==> config.mk <==
export PLATFORM = sky130hd
export DESIGN_NAME = mem_port_arbiter_flat
export DESIGN_NICKNAME = d
export VERILOG_FILES = /design/src/rtl/mem_port_arbiter_pkg.sv /design/src/rtl/mem_port_arbiter_if.sv /design/src/rtl/mem_port_arbiter_rr_picker.sv /design/src/rtl/mem_port_arbiter.sv /design/src/flat_wrapper.sv
export SDC_FILE = /design/constraint.sdc
export NUM_CORES = 1
export LEC_CHECK = 0
export BUFFER_PORTS_ARGS = -buffer_cell sky130_fd_sc_hd__buf_4
export CAP_MARGIN = 15
export CELL_PAD_IN_SITES_DETAIL_PLACEMENT = 0
export CELL_PAD_IN_SITES_GLOBAL_PLACEMENT = 1
export CORE_AREA = 4 4 374 376
export CTS_BUF_LIST = sky130_fd_sc_hd__clkbuf_8
export DETAILED_ROUTE_END_ITERATION = 10
export DIE_AREA = 0 0 378 380
export GPL_ROUTABILITY_DRIVEN = 0
export PLACE_DENSITY = 0.34
export SETUP_SLACK_MARGIN = 0.1
export SLEW_MARGIN = 40
export SYNTH_ARGS = -nofsm -noshare
export SYNTH_HDL_FRONTEND = slang
export SYNTH_SLANG_ARGS = --single-unit
==> constraint.sdc <==
create_clock -name clk -period 1.8 [get_ports clk]
set_clock_uncertainty 0.15 [all_clocks]
set_input_delay 0.09 -clock clk [delete_from_list [all_inputs] [get_ports clk]]
set_output_delay 0.09 -clock clk [all_outputs]
set_load 0.01 [all_outputs]
==> src/rtl/mem_port_arbiter_pkg.sv <==
// Shared types for the memory port arbiter: FSM state encoding and the
// operation (read/write) latched at grant time.
package mem_port_arbiter_pkg;

  // State encoding kept as plain constants so legacy blocks can compare raw codes.
  typedef logic [1:0] arb_state_enum;
  localparam arb_state_enum ARB_IDLE = 2'd0;
  localparam arb_state_enum ARB_REQ  = 2'd1;
  localparam arb_state_enum ARB_RESP = 2'd2;

  typedef enum logic {
    ARB_RD = 1'b0,
    ARB_WR = 1'b1
  } arb_op_enum;

endpackage

==> src/rtl/mem_port_arbiter_if.sv <==
// Mem_ift-style read/write request/reply bundle. N_CH is the number of
// channels carried (1 for the downstream memory port). The master modport is
// the side that issues requests; the slave modport answers them.
interface mem_port_arbiter_if #(
  parameter int N_CH   = 2,
  parameter int ADDR_W = 64,
  parameter int DATA_W = 64
);
  localparam int MASK_W = DATA_W / 8;

  logic [N_CH-1:0]              r_request_valid;
  logic [N_CH-1:0][ADDR_W-1:0]  r_request_raddr;
  logic [N_CH-1:0]              r_request_ready;
  logic [N_CH-1:0]              r_reply_valid;
  logic [N_CH-1:0]              r_reply_ready;
  logic [DATA_W-1:0]            r_reply_rdata;

  logic [N_CH-1:0]              w_request_valid;
  logic [N_CH-1:0][ADDR_W-1:0]  w_request_waddr;
  logic [N_CH-1:0][DATA_W-1:0]  w_request_wdata;
  logic [N_CH-1:0][MASK_W-1:0]  w_request_wmask;
  logic [N_CH-1:0]              w_request_ready;
  logic [N_CH-1:0]              w_reply_valid;
  logic [N_CH-1:0]              w_reply_ready;

  modport master (
    output r_request_valid, r_request_raddr, r_reply_ready,
    input  r_request_ready, r_reply_valid, r_reply_rdata,
    output w_request_valid, w_request_waddr, w_request_wdata, w_request_wmask, w_reply_ready,
    input  w_request_ready, w_reply_valid
  );

  modport slave (
    input  r_request_valid, r_request_raddr, r_reply_ready,
    output r_request_ready, r_reply_valid, r_reply_rdata,
    input  w_request_valid, w_request_waddr, w_request_wdata, w_request_wmask, w_reply_ready,
    output w_request_ready, w_reply_valid
  );

endinterface

==> src/rtl/mem_port_arbiter_rr_picker.sv <==
// Combinational rotating picker: scans the pending vector starting at
// start_idx and wrapping around, returning the first pending channel.
module rr_picker #(
  parameter  int N_CH = 2,
  localparam int ID_W = $clog2(N_CH)
) (
  input  logic [N_CH-1:0] pending,
  input  logic [ID_W-1:0] start_idx,
  output logic [ID_W-1:0] winner,
  output logic            any
);

  // First pending channel at or after start_idx, modulo N_CH.
  always_comb begin
    int idx;
    idx    = 0;
    winner = '0;
    any    = 1'b0;
    for (int i = 0; i < N_CH; i++) begin
      idx = int'(start_idx) + i;
      if (idx >= N_CH) idx = idx - N_CH;
      if (!any && pending[idx]) begin
        any    = 1'b1;
        winner = ID_W'(idx);
      end
    end
  end

endmodule

==> src/rtl/mem_port_arbiter.sv <==
// N-channel arbiter merging master channels onto one memory port, one
// transaction in flight at a time. Define MEM_ARB_RR_EN for round-robin
// selection; otherwise fixed priority with channel 0 highest.
module mem_port_arbiter
  import mem_port_arbiter_pkg::*;
#(
  parameter  int N_CH   = 2,
  parameter  int ADDR_W = 64,
  parameter  int DATA_W = 64,
  localparam int MASK_W = DATA_W / 8,
  localparam int ID_W   = $clog2(N_CH)
) (
  input  logic               clk,
  input  logic               rst,
  mem_port_arbiter_if.slave  m,
  mem_port_arbiter_if.master s,
  output logic               busy,
  output logic [ID_W-1:0]    grant_id
);

  arb_state_enum   state;
  arb_op_enum      op;
  logic [ID_W-1:0] grant;
  logic [N_CH-1:0] grant_oh;
  logic [N_CH-1:0] pending;
  logic [ID_W-1:0] start_idx;
  logic [ID_W-1:0] winner;
  logic            any_pending;
  logic            req_hs;
  logic            reply_hs;

  logic [ADDR_W-1:0] sel_raddr;
  logic [ADDR_W-1:0] sel_waddr;
  logic [DATA_W-1:0] sel_wdata;
  logic [MASK_W-1:0] sel_wmask;

  assign pending  = m.r_request_valid | m.w_request_valid;
  assign grant_oh = {{(N_CH-1){1'b0}}, 1'b1} << grant;
  assign req_hs   = (s.r_request_valid[0] & s.r_request_ready[0]) |
                    (s.w_request_valid[0] & s.w_request_ready[0]);
  assign reply_hs = (s.r_reply_valid[0] & s.r_reply_ready[0]) |
                    (s.w_reply_valid[0] & s.w_reply_ready[0]);

`ifdef MEM_ARB_RR_EN
  logic [ID_W-1:0] ptr;
  assign start_idx = ptr;

  // Rotate the search start to just past the channel that completed.
  always_ff @(posedge clk) begin
    if (rst) begin
      ptr <= '0;
    end else if (state == ARB_RESP && reply_hs) begin
      ptr <= (grant == ID_W'(N_CH - 1)) ? '0 : grant + 1'b1;
    end
  end
`else
  assign start_idx = '0;
`endif

  rr_picker #(.N_CH(N_CH)) u_picker (
    .pending   (pending),
    .start_idx (start_idx),
    .winner    (winner),
    .any       (any_pending)
  );

  // Grant FSM: pick in IDLE, hold the grant through request and reply.
  always_ff @(posedge clk) begin
    if (rst) begin
      state <= ARB_IDLE;
      grant <= '0;
      op    <= ARB_RD;
    end else begin
      case (state)
        ARB_IDLE: begin
          if (any_pending) begin
            grant <= winner;
            op    <= m.r_request_valid[winner] ? ARB_RD : ARB_WR;
            state <= ARB_REQ;
          end
        end
        ARB_REQ:  if (req_hs)   state <= ARB_RESP;
        ARB_RESP: if (reply_hs) state <= ARB_IDLE;
        default:  state <= ARB_IDLE;
      endcase
    end
  end

  // Request fields follow the granted master every cycle.
  assign sel_raddr = m.r_request_raddr[grant];
  assign sel_waddr = m.w_request_waddr[grant];
  assign sel_wdata = m.w_request_wdata[grant];
  assign sel_wmask = m.w_request_wmask[grant];

  assign s.r_request_raddr = sel_raddr;
  assign s.w_request_waddr = sel_waddr;
  assign s.w_request_wdata = sel_wdata;
  assign s.w_request_wmask = sel_wmask;
  assign m.r_reply_rdata   = s.r_reply_rdata;

  assign busy     = (state != ARB_IDLE);
  assign grant_id = grant;

  // Handshake routing: only the granted channel sees ready/valid, only for its op.
  always_comb begin
    s.r_request_valid = 1'b0;
    s.w_request_valid = 1'b0;
    s.r_reply_ready   = 1'b0;
    s.w_reply_ready   = 1'b0;
    m.r_request_ready = '0;
    m.w_request_ready = '0;
    m.r_reply_valid   = '0;
    m.w_reply_valid   = '0;
    case (state)
      ARB_REQ: begin
        s.r_request_valid = (op == ARB_RD);
        s.w_request_valid = (op == ARB_WR);
        m.r_request_ready = (op == ARB_RD && s.r_request_ready[0]) ? grant_oh : '0;
        m.w_request_ready = (op == ARB_WR && s.w_request_ready[0]) ? grant_oh : '0;
      end
      ARB_RESP: begin
        s.r_reply_ready = (op == ARB_RD) & m.r_reply_ready[grant];
        s.w_reply_ready = (op == ARB_WR) & m.w_reply_ready[grant];
        m.r_reply_valid = (op == ARB_RD && s.r_reply_valid[0]) ? grant_oh : '0;
        m.w_reply_valid = (op == ARB_WR && s.w_reply_valid[0]) ? grant_oh : '0;
      end
      default: ;
    endcase
  end

endmodule

==> src/flat_wrapper.sv <==
// flat-port wrapper written by rule: the top's interface ports become plain ports
module mem_port_arbiter_flat import mem_port_arbiter_pkg::*;
#(
  parameter  int N_CH   = 2,
  parameter  int ADDR_W = 64,
  parameter  int DATA_W = 64,
  localparam int MASK_W = DATA_W / 8,
  localparam int ID_W   = $clog2(N_CH)
)
  (clk, rst, busy, grant_id, m_r_request_valid, m_r_request_raddr, m_r_reply_ready, m_r_request_ready, m_r_reply_valid, m_r_reply_rdata, m_w_request_valid, m_w_request_waddr, m_w_request_wdata, m_w_request_wmask, m_w_reply_ready, m_w_request_ready, m_w_reply_valid, s_r_request_valid, s_r_request_raddr, s_r_reply_ready, s_r_request_ready, s_r_reply_valid, s_r_reply_rdata, s_w_request_valid, s_w_request_waddr, s_w_request_wdata, s_w_request_wmask, s_w_reply_ready, s_w_request_ready, s_w_reply_valid);
  mem_port_arbiter_if #(.N_CH(N_CH), .ADDR_W(ADDR_W), .DATA_W(DATA_W)) m_i ();
  mem_port_arbiter_if #(.N_CH(N_CH), .ADDR_W(ADDR_W), .DATA_W(DATA_W)) s_i ();
  input  logic clk;
  input  logic rst;
  output logic busy;
  output logic [ID_W-1:0] grant_id;
  input wire logic [$bits(m_i.r_request_valid)-1:0] m_r_request_valid;
  input wire logic [$bits(m_i.r_request_raddr)-1:0] m_r_request_raddr;
  input wire logic [$bits(m_i.r_reply_ready)-1:0] m_r_reply_ready;
  output wire logic [$bits(m_i.r_request_ready)-1:0] m_r_request_ready;
  output wire logic [$bits(m_i.r_reply_valid)-1:0] m_r_reply_valid;
  output wire logic [$bits(m_i.r_reply_rdata)-1:0] m_r_reply_rdata;
  input wire logic [$bits(m_i.w_request_valid)-1:0] m_w_request_valid;
  input wire logic [$bits(m_i.w_request_waddr)-1:0] m_w_request_waddr;
  input wire logic [$bits(m_i.w_request_wdata)-1:0] m_w_request_wdata;
  input wire logic [$bits(m_i.w_request_wmask)-1:0] m_w_request_wmask;
  input wire logic [$bits(m_i.w_reply_ready)-1:0] m_w_reply_ready;
  output wire logic [$bits(m_i.w_request_ready)-1:0] m_w_request_ready;
  output wire logic [$bits(m_i.w_reply_valid)-1:0] m_w_reply_valid;
  output wire logic [$bits(s_i.r_request_valid)-1:0] s_r_request_valid;
  output wire logic [$bits(s_i.r_request_raddr)-1:0] s_r_request_raddr;
  output wire logic [$bits(s_i.r_reply_ready)-1:0] s_r_reply_ready;
  input wire logic [$bits(s_i.r_request_ready)-1:0] s_r_request_ready;
  input wire logic [$bits(s_i.r_reply_valid)-1:0] s_r_reply_valid;
  input wire logic [$bits(s_i.r_reply_rdata)-1:0] s_r_reply_rdata;
  output wire logic [$bits(s_i.w_request_valid)-1:0] s_w_request_valid;
  output wire logic [$bits(s_i.w_request_waddr)-1:0] s_w_request_waddr;
  output wire logic [$bits(s_i.w_request_wdata)-1:0] s_w_request_wdata;
  output wire logic [$bits(s_i.w_request_wmask)-1:0] s_w_request_wmask;
  output wire logic [$bits(s_i.w_reply_ready)-1:0] s_w_reply_ready;
  input wire logic [$bits(s_i.w_request_ready)-1:0] s_w_request_ready;
  input wire logic [$bits(s_i.w_reply_valid)-1:0] s_w_reply_valid;
  assign m_i.r_request_valid = m_r_request_valid;
  assign m_i.r_request_raddr = m_r_request_raddr;
  assign m_i.r_reply_ready = m_r_reply_ready;
  assign m_r_request_ready = m_i.r_request_ready;
  assign m_r_reply_valid = m_i.r_reply_valid;
  assign m_r_reply_rdata = m_i.r_reply_rdata;
  assign m_i.w_request_valid = m_w_request_valid;
  assign m_i.w_request_waddr = m_w_request_waddr;
  assign m_i.w_request_wdata = m_w_request_wdata;
  assign m_i.w_request_wmask = m_w_request_wmask;
  assign m_i.w_reply_ready = m_w_reply_ready;
  assign m_w_request_ready = m_i.w_request_ready;
  assign m_w_reply_valid = m_i.w_reply_valid;
  assign s_r_request_valid = s_i.r_request_valid;
  assign s_r_request_raddr = s_i.r_request_raddr;
  assign s_r_reply_ready = s_i.r_reply_ready;
  assign s_i.r_request_ready = s_r_request_ready;
  assign s_i.r_reply_valid = s_r_reply_valid;
  assign s_i.r_reply_rdata = s_r_reply_rdata;
  assign s_w_request_valid = s_i.w_request_valid;
  assign s_w_request_waddr = s_i.w_request_waddr;
  assign s_w_request_wdata = s_i.w_request_wdata;
  assign s_w_request_wmask = s_i.w_request_wmask;
  assign s_w_reply_ready = s_i.w_reply_ready;
  assign s_i.w_request_ready = s_w_request_ready;
  assign s_i.w_reply_valid = s_w_reply_valid;
  mem_port_arbiter #(.N_CH(N_CH), .ADDR_W(ADDR_W), .DATA_W(DATA_W)) u_core (.clk(clk), .rst(rst), .m(m_i), .s(s_i), .busy(busy), .grant_id(grant_id));
endmodule
==> metrics.txt, run 1 <==
status finished with violations; failing checks negative setup slack; Setup WS pre-CTS 0.128 ns; combinational share of power 95.4%; Worst-path clk slew 0.04 ns; type of origin of the critical path register; first-pass detailed-route iteration total 4; Overflow after GRT 0; share of power burned in registers roughly 2%; Via-to-Cell Ratio 1.92; post-synth top area cell buf_4; share of layout cells above drive strength 1 between 70% and 80%; CP bufs+invs 4; drt drc 0; Avg Inst Size Synth 9.85 um^2; antenna violations before repair 3; #FFs+latches synth 4; Die X 378 um; largest net degree at the start of global routing 27; worst setup path class register to output pin; CP most frequent cell buf_12; final setup margin -0.0898 ns; worst min path class primary input to register; GRT Util Overall under 10%; MaxCap Viol Count 0; post-synthesis cell area 0.00527 mm^2; die area 0.144 mm^2; NetSw between 0.003 and 0.004 W; Net Sw Frac a little under half; Num CTS Buffers 3; Routed WL about 65 mm; VDD IR max 0.255 mV; Final nets approximately 1600; H-tree levels 1; Synth Warn # 0; CTS tree built; power per cell area roughly 600 mW/mm^2; post-synthesis sequential area ratio 1.52%; WHS 0.0106 ns; worst-case clock buffer depth 2; IO Port Bufs 627; critical path, cell by cell buf_12 -> buf_16 -> buf_12 -> mux2_2 -> buf_4; slowest stage delay, CP 0.39 ns; top cells by area, synth buf_4 38%, mux2_4 35%, mux2_2 16%; critical path's slowest cell mux2_2; Synth cell types 30; via count 5617; first-pass GRT wire length 73.3 mm; Clk pwr share 2.6%; Mapped Cells approximately 540; DP Cell Count 2892; critical path capture point type output pin; Layout Cells excl Fill 2926; area delta synth->final 141%; Synth top area share 38.2%; Worst R2R Setup Slack between 0.1 and 0.15 ns; Slew Limit Fails 0; Setup violations, final 100; Top delay family on crit path buffers and inverters; Wirelength per Cell 22.4 um; core region area 0.137 mm^2; initial drt markers 116; FP Rows roughly 140; Final Hold Vio Count 0; Die Span Y ~380 um; fmax 0.529 GHz; total power draw 0.00774 W; number of nets with antenna violations after routing 0; Starting Density 3.85%; WP data arrival 1.65 ns; Req. time, crit path 1.56 ns; fin crit share 105%; RSZ-0062 raised after global routing true; Critical Path Fanout Max 14; Root Buffer clkbuf_8; worst-skew pair later-pin latency roughly 0.22 ns; vias in the first global route between 5000 and 6000; P_leak 5.86 nW; clk sink count 4; IO Count about 960; DP HPWL 60.1 mm; Period minus WS final 1.89 ns; internal power 0.00409 W
cell type report:
type | count | area, um^2
fill | 16000 | 124000
timing repair buffer | 678 | 6290
multi-input combinational | 439 | 4010
tap | 1794 | 2240
sequential | 4 | 83.8
clock buffer | 3 | 41.3
inverter | 4 | 22.5
antenna | 3 | 7.51
clock inverter | 1 | 3.75
flip-flops by register name (all words and copies together), names as in the netlist:
name and flops:
u_core.state 2, u_core.op 1, u_core.grant_id 1
cell usage in the layout (no fill, tap or decap), types with 3 or more instances in the layout:
cell	Yosys	routed
buf_8	0	21
clkbuf_8	0	3
buf_16	0	5
buf_6	16	171
dfxtp_1	4	3
nor3_4	0	3
buf_12	0	11
mux2_4	124	178
diode_2	0	3
mux2_2	76	22
clkbuf_16	0	9
buf_4	268	460
conb_1	1	204
inv_1	3	4
repair_timing:
item / 4_1_cts / 5_1_grt
setup buffers: 0 / 14
endpoints found under the hold margin: 4 / 0
gates resized for setup: 28 / 267
cloned: 0 / 12
setup endpoints to repair: 190 / 201
pin swaps: 0 / 2
hold buffers: 1 / 0
worst min-delay path, cell delays in order:
cell    delay, ns
buf_4        0.10
o21a_1       0.10
nor3_1       0.04
cells in the mapped netlist, drive strengths merged:
cell / n
o2bb2ai: 1
nor3: 6
and2: 2
nand2: 2
or2: 1
nor2: 5
mux2: 200
a21oi: 2
inv: 4
nand3: 1
nand2b: 1
o31ai: 1
dfxtp: 4
xnor2: 1
o21ai: 1
nor2b: 1
buf: 291
and3: 2
o21a: 1
nand4bb: 1
nor4: 1
a221oi: 1
mux2i: 3
conb: 1
a21o: 1
through the flow:
step | TNS, ns | instance area [um^2] | util (%)
after floorplan | 0 | 6030 | -
after global placement | 0 | 11100 | 8.10
after detailed placement | 0 | 11100 | 8.10
after CTS | -9.83 | 11300 | 8.22
after global routing | -10.69 | 12700 | 9.28
final | -3.14 | 12700 | 9.28
cell families after synthesis:
logic type,synth area share (%)
buffers and inverters,42.5
multiplexers,52.1
AND/OR/NAND/NOR,2.54
AO/OA/AOI/OAI,1.04
flip-flops,1.52
XOR/XNOR,0.166
other,0.0711
power by group through the flow:
stage | Sequential [W] | Clock, W | Combinational [W]
floorplan | 0.000139 | 0 | 0.00296
global placement | 0.000154 | 0 | 0.00631
detailed placement | 0.000152 | 0 | 0.00630
CTS | 0.000158 | 0.000208 | 0.00643
global route | 0.000158 | 0.000222 | 0.00786
finish | 0.000153 | 0.000202 | 0.00739
worst paths after layout:
| path | from | endpoint | cells past startpoint |
|---|---|---|---|
| worst min register to register | u_core.state[0]$_SDFFE_PP0P_ | u_core.state[1]$_SDFFE_PP0P_ | 2 |
| worst max-delay path | u_core.grant_id$_SDFFE_PP0P_ | s_r_request_raddr[56] | 5 |
| worst min-delay path | m_w_request_valid[0] | u_core.grant_id$_SDFFE_PP0P_ | 3 |
| worst max register to register | u_core.grant_id$_SDFFE_PP0P_ | u_core.state[1]$_SDFFE_PP0P_ | 6 |
routing by layer:
layer	up-vias	GRT usage, %	wire, um
li1	2541	-	-
met1	2555	10.7	28400
met2	491	13.0	29900
met3	28	2.98	6450
met4	2	0.428	361
met5	-	0	206
Power figures use the tool's default switching activity.
==> run 2, diff against run 1 <==
--- a/config.mk
+++ b/config.mk
@@ -9,13 +9,14 @@
 export CAP_MARGIN = 15
 export CELL_PAD_IN_SITES_DETAIL_PLACEMENT = 0
 export CELL_PAD_IN_SITES_GLOBAL_PLACEMENT = 1
-export CORE_AREA = 4 4 374 376
+export CORE_AREA = 5 5 375 377
 export CTS_BUF_LIST = sky130_fd_sc_hd__clkbuf_8
 export DETAILED_ROUTE_END_ITERATION = 10
-export DIE_AREA = 0 0 378 380
+export DIE_AREA = 0 0 380 382
 export GPL_ROUTABILITY_DRIVEN = 0
+export MAX_ROUTING_LAYER = met4
 export PLACE_DENSITY = 0.34
-export SETUP_SLACK_MARGIN = 0.1
+export SETUP_SLACK_MARGIN = 0.3
 export SLEW_MARGIN = 40
 export SYNTH_ARGS = -nofsm -noshare
 export SYNTH_HDL_FRONTEND = slang
==> metrics.txt, run 2 (same netlist as run 1, synthesis figures left out) <==
Critical Path Fanout Max 13 (-1); Overflow after GRT 0 (unchanged); worst-skew pair later-pin latency 0.22 ns (about the same); Req. time, crit path 1.56 ns (about the same); type of origin of the critical path register; H-tree levels 1 (unchanged); initial drt markers 118 (+1.7%); IO Port Bufs 627 (unchanged); max reg flops 2 (unchanged); setup_tns -0.345 ns (+2.80 ns); Period minus WS final 1.84 ns (-0.0534 ns); P_leak 5.52 nW (-5.8%); Die X 380 um (+0.53%); critical path, cell by cell buf_16 -> buf_16 -> mux2_4 -> buf_6; DP HPWL 62.0 mm (+3.2%); most frequent cells in the layout 523 x buf_4, 204 x conb_1, 149 x mux2_4; Routed WL 66.4 mm (+1.5%); status finished with violations; Top delay family on crit path buffers and inverters; Final Util 8.75% (-0.54 points); GRT Util Overall 8.71% (+0.64 points); CTS tree built; area delta synth->final 127%; critical path's slowest cell dfxtp_4; fmax 0.545 GHz (+2.9%); Starting Density 3.85% (unchanged); number of nets with antenna violations after routing 0 (unchanged); Top reg by flops u_core.state; via count 5509 (-1.9%); clk sink count 4 (unchanged); fin crit share 102% (-3.0 points); Slew Limit Fails 0 (unchanged); IO Count 964 (unchanged); antenna violations before repair 8 (+5); drt drc 0 (unchanged); Setup violations, final 29 (-71%); Worst-path clk slew 0.04 ns (about the same); CP bufs+invs 3 (-1); RSZ-0062 raised after global routing true; Final nets 1594 (-1.1%); Wirelength per Cell 22.8 um (+2.2%); core region area 0.137 mm^2 (unchanged); VDD IR max 0.168 mV (-34%); Final Hold Vio Count 0 (unchanged); worst setup path class register to output pin; reg2reg end u_core.state[1]$_SDFFE_PP0P_; Worst Reg2Reg Path Length in Cells 5 (-1); FP Rows 136 (unchanged); Die Span Y 382 um (+0.53%); WP data arrival 1.60 ns (-0.05 ns); die area 0.145 mm^2 (+1.1%); critical path capture point s_r_request_raddr[16]; slowest stage delay, CP 0.40 ns (about the same); CP most frequent cell buf_16; Worst R2R Setup Slack 0.20 ns (+0.07 ns); largest net degree at the start of global routing 17 (-37%); worst r2r src u_core.grant_id$_SDFFE_PP0P_; final setup margin -0.0365 ns (+0.0534 ns); worst-case clock buffer depth 2 (unchanged); first-pass detailed-route iteration total 4 (unchanged); Via-to-Cell Ratio 1.90 (-1.3%); worst min path class primary input to register; crit path launch u_core.grant_id$_SDFFE_PP0P_; CP Depth 4 (-1); Root Buffer clkbuf_8; MaxCap Viol Count 0 (unchanged); most common cell after layout, fill and taps aside buf_4; share of layout cells above drive strength 1 78.7% (-0.69 points); vias in the first global route 5988 (+5.1%); Num CTS Buffers 3 (unchanged); failing checks negative setup slack; first-pass GRT wire length 78.2 mm (+6.6%); HP Start m_r_request_valid[0]; power per cell area 590 mW/mm^2 (-3.3%); critical path capture point type output pin
## run 2: layer usage
metal	global-route usage [%]	vias up	routed length, um
li1	-	2499	-
met1	11.3	2510	29500
met2	13.9	476	30900
met3	2.86	24	5740
met4	0.469	0	293
met5	-	-	0
## run 2: how the worst min path moves through the flow
stage                                   endpoint  slack [ns]  cells past startpoint
floorplan           u_core.state[0]$_SDFFE_PP0P_       0.009                      1
global placement             m_r_reply_rdata[27]        0.03                      0
detailed placement           m_r_reply_rdata[27]        0.03                      0
CTS                       u_core.op$_SDFFE_PP0P_       0.009                      3
global route              u_core.op$_SDFFE_PP0P_        0.03                      3
finish                    u_core.op$_SDFFE_PP0P_       0.001                      3
## run 2: worst register-to-register path: cells and delay by family (launching register included)
| family | cells | cell delay (ns) |
|---|---|---|
| buffers and inverters | 2 | 0.36 |
| flip-flops | 1 | 0.40 |
| AND/OR/NAND/NOR | 2 | 0.30 |
| multiplexers | 1 | 0.29 |
## run 2: layout make-up
type                    instances  area, um^2
diodes                          2        5.00
clock buffers                   3        41.3
clock inverters                 1        3.75
fillers                     16100      125000
inverters                       4        15.0
multi-input cells             439        3830
flip-flops and latches          4        87.6
well taps                    1794        2240
repair buffers                660        5740
## run 2: what timing repair did
item,CTS,global route
gates resized for setup,99,87
buffers inserted,5,2
endpoints found under the hold margin,4,0
gates cloned,5,1
setup endpoints to repair,212,213
hold buffers,1,0
## run 2: power breakdown
group | switching, W | leakage [nW] | internal (W) | total (W)
sequential | 0.0000454 | 0.0347 | 0.000118 | 0.000163
combinational | 0.00330 | 5.46 | 0.00339 | 0.00669
clock | 0.0000549 | 0.0269 | 0.000146 | 0.000201
total | 0.00340 | 5.52 | 0.00365 | 0.00706
## run 2: metrics by stage
stage	power [W]	worst slack (ns)	instances	hold slack (ns)	cell area [um^2]
floorplan	0.00310	0.400	738	0.00907	6030
global placement	0.00638	0.116	2887	0.0301	11000
detailed placement	0.00636	0.115	2887	0.0301	11000
CTS	0.00722	-0.0713	2902	0.00912	11600
global route	0.00762	-0.0868	2906	0.0282	12000
finish	0.00706	-0.0365	2907	0.00149	12000
==> run 3, diff against run 2 <==
--- a/config.mk
+++ b/config.mk
@@ -14,6 +14,7 @@
 export DETAILED_ROUTE_END_ITERATION = 10
 export DIE_AREA = 0 0 380 382
 export GPL_ROUTABILITY_DRIVEN = 0
+export GPL_TIMING_DRIVEN = 0
 export MAX_ROUTING_LAYER = met4
 export PLACE_DENSITY = 0.34
 export SETUP_SLACK_MARGIN = 0.3
==> metrics.txt, run 3 (same netlist as run 1, synthesis figures left out) <==
Die Span Y 382 um (unchanged); most common cell after layout, fill and taps aside buf_4; Via-to-Cell Ratio 2.02 (+6.6%); Overflow after GRT 0 (unchanged); internal power 0.00500 W (+37%); Hold Crit Depth 3 (unchanged); Final Util 11.5% (+2.8 points); critical path, cell by cell buf_6 -> buf_12 -> buf_16 -> buf_6 -> buf_6 -> buf_16 -> mux2_4 -> buf_6; Slew Limit Fails 0 (unchanged); IO Count 964 (unchanged); clk sink count 4 (unchanged); FP Rows 136 (unchanged); fmax 0.501 GHz (-8.1%); Req. time, crit path 1.56 ns (about the same); reg2reg end u_core.state[1]$_SDFFE_PP0P_; power per cell area 573 mW/mm^2 (-2.8%); Net Sw Frac 44.7% (-3.5 points); Setup violations, final 191 (+560%); max reg flops 2 (unchanged); NetSw 0.00404 W (+19%); total power draw 0.00904 W (+28%); Root Buffer clkbuf_8; via count 6610 (+20%); Worst Reg2Reg Path Length in Cells 7 (+2); type of origin of the critical path register; Starting Density 3.85% (unchanged); Worst R2R Setup Slack 0.09 ns (-0.11 ns); Top delay family on crit path buffers and inverters; share of power burned in registers 1.8% (-0.5 points); setup_tns -20.07 ns (-19.73 ns); Routed WL 75.0 mm (+13%); CP most frequent cell buf_6; Num CTS Buffers 3 (unchanged); antenna violations before repair 6 (-2); Die X 380 um (unchanged); combinational share of power 96.1% (+1.3 points); fin crit share 111% (+8.9 points); H-tree levels 1 (unchanged); WP data arrival 1.76 ns (+0.16 ns); area delta synth->final 199%; multi-input logic area 0.00409 mm^2 (+6.9%); largest net degree at the start of global routing 11 (-6); most frequent cells in the layout 778 x buf_4, 204 x conb_1, 198 x mux2_4; final setup margin -0.197 ns (-0.161 ns); Final nets 1960 (+23%); initial drt markers 137 (+16%); P_leak 7.83 nW (+42%); critical path capture point type output pin; worst min path class primary input to register; Seq. cell area 85.1 um^2 (-2.9%); Top reg by flops u_core.state; HP Start m_w_request_valid[0]; worst r2r src u_core.grant_id$_SDFFE_PP0P_; Worst-path clk slew 0.03 ns (about the same); CP Depth 8 (+4); core region area 0.137 mm^2 (unchanged); critical path's slowest cell dfxtp_4; Clk pwr share 2.1% (-0.7 points); Wirelength per Cell 22.9 um (+0.28%); VDD IR max 0.248 mV (+48%); Critical Path Fanout Max 6 (-7); status finished with violations; CTS tree built; drt drc 0 (unchanged); first-pass detailed-route iteration total 4 (unchanged); CP bufs+invs 7 (+4); worst setup path class register to output pin; worst-skew pair later-pin latency 0.22 ns (about the same); Period minus WS final 2.00 ns (+0.161 ns); vias in the first global route 7156 (+20%); first-pass GRT wire length 88.5 mm (+13%); GRT Util Overall 9.76% (+1.1 points); slowest stage delay, CP 0.37 ns (-0.03 ns); WHS Endpoint u_core.grant_id$_SDFFE_PP0P_; DP HPWL 69.4 mm (+12%); Fill cells 15900 (-1.2%); MaxCap Viol Count 0 (unchanged); failing checks negative setup slack; share of layout cells above drive strength 1 84.6% (+5.9 points); worst-case clock buffer depth 2 (unchanged); Final Hold Vio Count 0 (unchanged); IO Port Bufs 691 (+10%); RSZ-0062 raised after global routing true; die area 0.145 mm^2 (unchanged); number of nets with antenna violations after routing 0 (unchanged)
==> run 3: final cells by class <==
cell class	count	share of cell area, %
repair buffers	735	43.0
multi-input cells	439	26.0
plain buffers	291	15.8
well taps	1794	14.2
flip-flops and latches	4	0.540
clock buffers	3	0.262
inverters	4	0.143
diodes	2	0.0318
==> run 3: through the flow <==
stage                     hold slack [ns]  cell area [um^2]  std cells  setup slack, ns
after floorplan                   0.00907              6030        738            0.400
after global placement              0.153             13500       3223           -0.399
after detailed placement            0.149             13500       3223           -0.413
after CTS                         0.00598             15000       3257           -0.254
after global routing               0.0202             15800       3272           -0.241
final                             0.00604             15800       3272           -0.197
==> run 3: power by group through the flow <==
| stage | Combinational [W] | Clock, W | Sequential, W |
|---|---|---|---|
| global placement | 0.00698 | 0 | 0.000153 |
| finish | 0.00869 | 0.000191 | 0.000159 |
| floorplan | 0.00296 | 0 | 0.000139 |
| global route | 0.00927 | 0.000200 | 0.000164 |
| detailed placement | 0.00696 | 0 | 0.000153 |
| CTS | 0.00841 | 0.000193 | 0.000158 |
==> run 3: metal layers <==
| metal | up-vias | global-route usage [%] | routed length, um |
|---|---|---|---|
| met5 | - | - | 0 |
| met4 | 0 | 0.315 | 531 |
| met3 | 14 | 2.44 | 4970 |
| met2 | 438 | 16.8 | 37100 |
| met1 | 2928 | 12.2 | 32400 |
| li1 | 3230 | - | - |
==> run 3: how the worst max path moves through the flow <==
stage	from	to	slack (ns)
2_1_floorplan	u_core.grant_id$_SDFFE_PP0P_	s_r_request_raddr[0]	0.40
3_3_place_gp	u_core.grant_id$_SDFFE_PP0P_	s_w_request_wdata[57]	-0.40
3_5_place_dp	u_core.grant_id$_SDFFE_PP0P_	s_w_request_wdata[57]	-0.41
4_1_cts	u_core.grant_id$_SDFFE_PP0P_	s_r_request_raddr[54]	-0.25
5_1_grt	u_core.grant_id$_SDFFE_PP0P_	s_w_request_wdata[57]	-0.24
6_report	u_core.grant_id$_SDFFE_PP0P_	s_r_request_raddr[57]	-0.20
==> run 3: worst min-delay path, delay by kind of cell <==
family	cells	cell delay, ns
and+or+nand+nor	1	0.04
buffers and inverters	1	0.10
AOI/OAI and AO/OA	1	0.10
==> run 3: what timing repair did <==
action / in CTS / in global routing
gates cloned: 9 / 8
buffers inserted: 20 / 5
hold endpoints to repair: 4 / 0
endpoints found under the setup margin: 212 / 213
pin swaps: 6 / 0
gates resized for setup: 268 / 142
hold buffers: 2 / 0
